[src/rtl/fxp_mul_if.sv]
// Operand/result bundle for fixed_point_multiplier.
// The master drives operands and consumes results; the slave is the multiplier.
interface fxp_mul_if #(
  parameter int WIDTH = 32
);
  logic             in_valid;
  logic [WIDTH-1:0] data0;
  logic [WIDTH-1:0] data1;
  logic             out_valid;
  logic [WIDTH-1:0] prod;
  logic             overflow;

  modport master (
    output in_valid, data0, data1,
    input  out_valid, prod, overflow
  );

  modport slave (
    input  in_valid, data0, data1,
    output out_valid, prod, overflow
  );
endinterface

[src/rtl/fixed_point_multiplier.sv]
// Pipelined signed QI.F multiplier, result in the same QI.F format.
// Pipeline: operand register -> full-product register -> result register,
// so operands sampled at edge N appear on the outputs registered at edge N+2.
// Overflow flags a true product outside the representable range.
// Build option FXP_MUL_SATURATE_EN: when defined, overflowing results clamp
// to the most positive/negative value; otherwise they wrap.
module fixed_point_multiplier #(
  parameter int WIDTH     = 32,
  parameter int FRAC_SIZE = 30
) (
  input  logic        clk,
  input  logic        rst,
  fxp_mul_if.slave    bus
);

  // Only product bits at or above the binary point are ever needed, so the
  // product register keeps bits [2*WIDTH-1 : FRAC_SIZE] of the full product.
  localparam int HW = 2 * WIDTH - FRAC_SIZE;
  // Bits that must all agree with the result sign for the value to fit.
  localparam int CW = WIDTH - FRAC_SIZE + 1;

  logic signed [WIDTH-1:0]   a_q, b_q;
  logic                      v0_q, v1_q;
  logic signed [2*WIDTH-1:0] a_ext, b_ext, full;
  logic signed [HW-1:0]      full_hi_d, full_hi_q;
  logic        [CW-1:0]      check_bits;
  logic        [WIDTH-1:0]   prod_d, prod_q;
  logic                      overflow_d, overflow_q;
  logic                      out_valid_q;

  // Operand capture; valid is reset, operand data is not.
  always_ff @(posedge clk) begin
    // NOTE: sequential state uses non-blocking assignments so every register
    // samples the values from before the edge, regardless of block order.
    if (rst) begin
      v0_q <= 1'b0;
    end else begin
      v0_q <= bus.in_valid;
    end
    // NOTE: datapath registers carry no reset; the valid bits alone decide
    // whether their contents are meaningful, which keeps reset fan-out small.
    a_q <= bus.data0;
    b_q <= bus.data1;
  end

  // Full signed product, aligned down to the binary point (floor, no rounding).
  always_comb begin
    // NOTE: every combinational output gets an unconditional assignment first,
    // so no path can leave a value unassigned and infer a latch.
    a_ext     = {{WIDTH{a_q[WIDTH-1]}}, a_q};
    b_ext     = {{WIDTH{b_q[WIDTH-1]}}, b_q};
    full      = a_ext * b_ext;
    full_hi_d = HW'(full >>> FRAC_SIZE);
  end

  // Product stage register.
  always_ff @(posedge clk) begin
    if (rst) begin
      v1_q <= 1'b0;
    end else begin
      v1_q <= v0_q;
    end
    full_hi_q <= full_hi_d;
  end

  // Range check and result selection (wrap or clamp).
  always_comb begin
    check_bits = full_hi_q[HW-1:WIDTH-1];
    overflow_d = !((&check_bits) || !(|check_bits));
    prod_d     = full_hi_q[WIDTH-1:0];
`ifdef FXP_MUL_SATURATE_EN
    if (overflow_d) begin
      prod_d = full_hi_q[HW-1] ? {1'b1, {(WIDTH-1){1'b0}}}
                               : {1'b0, {(WIDTH-1){1'b1}}};
    end
`endif
  end

  // Result register; prod/overflow hold through bubbles.
  always_ff @(posedge clk) begin
    if (rst) begin
      out_valid_q <= 1'b0;
      prod_q      <= '0;
      overflow_q  <= 1'b0;
    end else begin
      out_valid_q <= v1_q;
      if (v1_q) begin
        prod_q     <= prod_d;
        overflow_q <= overflow_d;
      end
    end
  end

  assign bus.out_valid = out_valid_q;
  assign bus.prod      = prod_q;
  assign bus.overflow  = overflow_q;

endmodule

[src/flat_wrapper.sv]
// flat-port wrapper written by rule: the top's interface ports become plain ports
module fixed_point_multiplier_flat 
#(
  parameter int WIDTH     = 32,
  parameter int FRAC_SIZE = 30
)
  (clk, rst, bus_in_valid, bus_data0, bus_data1, bus_out_valid, bus_prod, bus_overflow);
  fxp_mul_if #(.WIDTH(WIDTH)) bus_i ();
  input  logic clk;
  input  logic rst;
  input wire logic [$bits(bus_i.in_valid)-1:0] bus_in_valid;
  input wire logic [$bits(bus_i.data0)-1:0] bus_data0;
  input wire logic [$bits(bus_i.data1)-1:0] bus_data1;
  output wire logic [$bits(bus_i.out_valid)-1:0] bus_out_valid;
  output wire logic [$bits(bus_i.prod)-1:0] bus_prod;
  output wire logic [$bits(bus_i.overflow)-1:0] bus_overflow;
  assign bus_i.in_valid = bus_in_valid;
  assign bus_i.data0 = bus_data0;
  assign bus_i.data1 = bus_data1;
  assign bus_out_valid = bus_i.out_valid;
  assign bus_prod = bus_i.prod;
  assign bus_overflow = bus_i.overflow;
  fixed_point_multiplier #(.WIDTH(WIDTH), .FRAC_SIZE(FRAC_SIZE)) u_core (.clk(clk), .rst(rst), .bus(bus_i));
endmodule
[config.mk]
export PLATFORM = sky130hd
export DESIGN_NAME = fixed_point_multiplier_flat
export DESIGN_NICKNAME = d
export VERILOG_FILES = /design/src/rtl/fxp_mul_if.sv /design/src/rtl/fixed_point_multiplier.sv /design/src/flat_wrapper.sv
export SDC_FILE = /design/constraint.sdc
export NUM_CORES = 2
export LEC_CHECK = 0
export BUFFER_PORTS_ARGS = -buffer_cell sky130_fd_sc_hd__buf_2
export CORE_ASPECT_RATIO = 1.5
export CORE_MARGIN = 10
export CORE_UTILIZATION = 60
export CTS_CLUSTER_SIZE = 24
export DETAILED_ROUTE_END_ITERATION = 8
export PLACE_DENSITY = 0.77
export SLEW_MARGIN = 20
export SYNTH_ARGS = -nofsm -noshare
export SYNTH_HDL_FRONTEND = slang
export SYNTH_SLANG_ARGS = --single-unit
[constraint.sdc]
create_clock -name clk -period 8.9 [get_ports clk]
set_input_delay 1.78 -clock clk [delete_from_list [all_inputs] [get_ports clk]]
set_output_delay 1.78 -clock clk [all_outputs]
set_load 0.01 [all_outputs]
==> flow_summary.yaml <==
outcome:
  status: "complete, no violations"
sta:
  finalSetupTns_ns: 0
  fin_skew_ns: 0.0210
  setup_violations: 0
  max_freq_mhz: 119
  max-slew-margin-rel: 0.245
  worstMarginPinSlew_ns: 1.13
  period_share: 0.945
  fin_crit_ns: 8.41
  finalHoldViolCount: 0
  rsz0062_at_grt: "false"
  drv_slew: 0
worst_setup_path:
  cpPeakStageDelay_ns: 0.93
  regToRegSetupSlack_ns: 0.49
  arrival_ns: 8.86
  worstPathMaxFanout: 19
  critical_path_class: "reg2reg"
  cp.required_ns: 9.35
  path_cells: "buf_4 -> and2_1 -> fa_1 -> fa_1 -> inv_1 -> fa_1 -> fa_1 -> inv_1 -> fa_1 -> fa_1 -> fa_1 -> fa_1 -> ha_1 -> nand3_1 -> nor3_1 -> a31oi_1 -> o41ai_1 -> a21oi_1 -> o21ai_0 -> xor2_1"
  slowest_stage: "dfxtp_1"
  rr_worst_depth: 20
  crit_top_cell: "fa_1"
  r2r_end: "u_core.full_hi_q[16]"
  critPathLaunchType: "register"
  end_kind: "register"
  r2r-start: "u_core.b_q[12]"
layout:
  seqCellArea_um2: 2690
  layout-drive-gt1-share: 0.0662
  fin_nets: 5302
  fin_cells: 4793
  area_growth_pct: 5.92
  multi_input_area_um2: 31300
  fin_area_um2: 40700
  fillers: 5077
synthesis:
  synth.most_common_cell: "fa_1"
  yosysWarnings: 0
  synthCells: 3940
  synthArstFlopShare: 0
  syn_nets: 5268
  yosysTopAreaCell: "fa_1"
  synth_seq_cells: 134
  synthFlopType: "dfxtp_1"
  synth-seq-area-share: 0.0699
  yosysTopAreaCellShare: 0.564
  synth.avg_cell_area_um2: 9.74
  synthTopCellsByCount: "1081 x fa_1, 956 x inv_1, 509 x and2_1"
  yosysUniqueCellTypes: 47
  synth_area_leaders: "fa_1 56%, inv_1 9.3%, and2_1 8.3%"
  syn-cell-area_um2: 38400
  synth-edff-count: 0
min_path:
  holdPathStages: 1
  hp-class: "reg2reg"
  min_to: "u_core.v1_q"
  holdCritStartpoint: "u_core.v0_q"
die:
  row_count: 113
  die_x_um: 227
  start_util: 0.606
  dieHeight_um: 330
  coreArea_um2: 63300
  ios: 101
  die_area_um2: 74700
clock_tree:
  cts_buffers: 17
  clk_latency_ns: 0.53
  htreeDepth: 4
  clock_sinks: 134
  cts_max_path_buffers: 2
  cts.reportedPaths.clkPinSlew_ns: 0.08
  cts_hold_buf: 0
  cts_tree: "done"
  clock-root-buffer: "clkbuf_16"
global_routing:
  antenna_found_initial: 4
  grt_pass1_vias: 31300
  grt_max_degree: 37
  overflow: 0
  grt_usage: 0.318
  grt_pass1_wl_um: 175000
routing:
  routed_wl_um: 110000
  first_pass_iters: 7
  ant_nets: 0
  dr.first_iter.drc_count: 1595
  wire_per_inst_um: 23.0
  via_per_inst: 5.69
  dr_total_vias: 27300
  drc: 0
run:
  drv_cap: 0
placement:
  hpwl_um: 91200
  dp.cells: 4760
  io_buffer_count: 100
  gp_congestion: 0.974
  dpl-instance-area_um2: 40000
worst max path at each step:
stage          cells past startpoint  slack (ns)      startpoint                    to
4_1_cts                           22        0.48  u_core.b_q[18]  u_core.full_hi_q[22]
6_report                          20        0.49  u_core.b_q[12]  u_core.full_hi_q[16]
5_1_grt                           23        0.04  u_core.a_q[31]  u_core.full_hi_q[32]
2_1_floorplan                     26        1.16  u_core.a_q[31]  u_core.full_hi_q[32]
3_3_place_gp                      22        0.54  u_core.b_q[18]  u_core.full_hi_q[22]
3_5_place_dp                      23        0.50  u_core.b_q[18]  u_core.full_hi_q[30]
cells by family after synthesis:
family                   after synthesis  synth area share
adder cells (fa/ha/maj)             1261             0.623
AO/OA/AOI/OAI                        145            0.0242
buffers and inverters               1161             0.114
XOR/XNOR                              49            0.0112
flip-flops                           134            0.0699
AND/OR/NAND/NOR                     1158             0.150
multiplexers                          32           0.00835
stage by stage:
| step | setup slack [ns] | hold slack (ns) | utilization |
|---|---|---|---|
| 2_1_floorplan | 1.16 | 0.414 | - |
| 3_3_place_gp | 0.537 | 0.417 | 0.632 |
| 3_5_place_dp | 0.501 | 0.440 | 0.632 |
| 4_1_cts | 0.485 | 0.450 | 0.642 |
| 5_1_grt | 0.0423 | 0.463 | 0.642 |
| 6_report | 0.493 | 0.449 | 0.642 |
critical path, delay by kind of cell, from the launching register on:
family / cells / cell delay (ns)
flip-flops: 1 / 0.93
XOR/XNOR: 1 / 0.18
AND/OR/NAND/NOR: 3 / 0.61
buffers and inverters: 3 / 0.46
adder cells (fa/ha/maj): 9 / 4.58
AO/OA/AOI/OAI: 4 / 1.53
state kept, by name, indices dropped and copies added, names as in the netlist:
| register | cells |
|---|---|
| u_core.bus.out_valid | 1 |
| u_core.full_hi_q | 34 |
| u_core.a_q | 32 |
| u_core.bus.overflow | 1 |
| u_core.v1_q | 1 |
| u_core.b_q | 32 |
| u_core.bus.prod | 32 |
| u_core.v0_q | 1 |
metal layers:
layer  wire (µm)  vias up  share of wire  GRT usage
met5          32        -        0.00029          0
met4       13600        4           0.12      0.321
met3        6480      623          0.059     0.0511
met2       58000     1342           0.53      0.555
met1       32200    14100           0.29      0.311
li1            -    11200              -          -
what timing repair did:
action                     CTS  global route
resized for setup            0             1
buffers inserted             0             0
setup endpoints to repair    0             2
cell usage in the layout (no fill, tap or decap), types with 2 or more instances in the layout:
| cell | synthesis | routed |
|---|---|---|
| dfxtp_1 | 134 | 129 |
| a21oi_1 | 52 | 52 |
| xnor2_1 | 31 | 31 |
| a211oi_1 | 2 | 2 |
| o31ai_1 | 2 | 2 |
| fa_1 | 1081 | 1081 |
| clkinvlp_4 | 0 | 2 |
| buf_2 | 1 | 100 |
| nor3_1 | 8 | 8 |
| o21a_1 | 5 | 5 |
| o21ai_0 | 26 | 26 |
| nand2_1 | 506 | 506 |
| xor2_1 | 18 | 18 |
| nor2b_1 | 8 | 8 |
| ha_1 | 180 | 180 |
| nand4_1 | 7 | 7 |
| nand2b_1 | 12 | 12 |
| a31oi_1 | 6 | 6 |
| buf_4 | 0 | 118 |
| inv_8 | 0 | 6 |
| o21ai_1 | 2 | 2 |
| nand3_1 | 17 | 17 |
| a21o_1 | 27 | 27 |
| a211o_1 | 3 | 3 |
| inv_6 | 0 | 3 |
| and4_1 | 3 | 3 |
| and3_1 | 3 | 3 |
| dfxtp_2 | 0 | 5 |
| o21bai_1 | 8 | 8 |
| mux2i_1 | 32 | 32 |
| nor2_1 | 79 | 79 |
| buf_12 | 0 | 2 |
| clkbuf_16 | 0 | 17 |
| and2_1 | 509 | 509 |
| inv_1 | 956 | 956 |
| a221oi_2 | 2 | 2 |
| clkinv_8 | 0 | 4 |
area by class of cell:
cell class / instances / share of cell area
diodes: 1 / 0.0000616
clock buffers: 17 / 0.0105
clock inverters: 15 / 0.00428
inverters: 956 / 0.0883
multi-input cells: 2645 / 0.771
flip-flops and latches: 134 / 0.0661
well taps: 805 / 0.0248
repair buffers: 220 / 0.0351
Power is not shown: default switching activity piles up to over one toggle a cycle in this logic, so the estimate is an artifact.
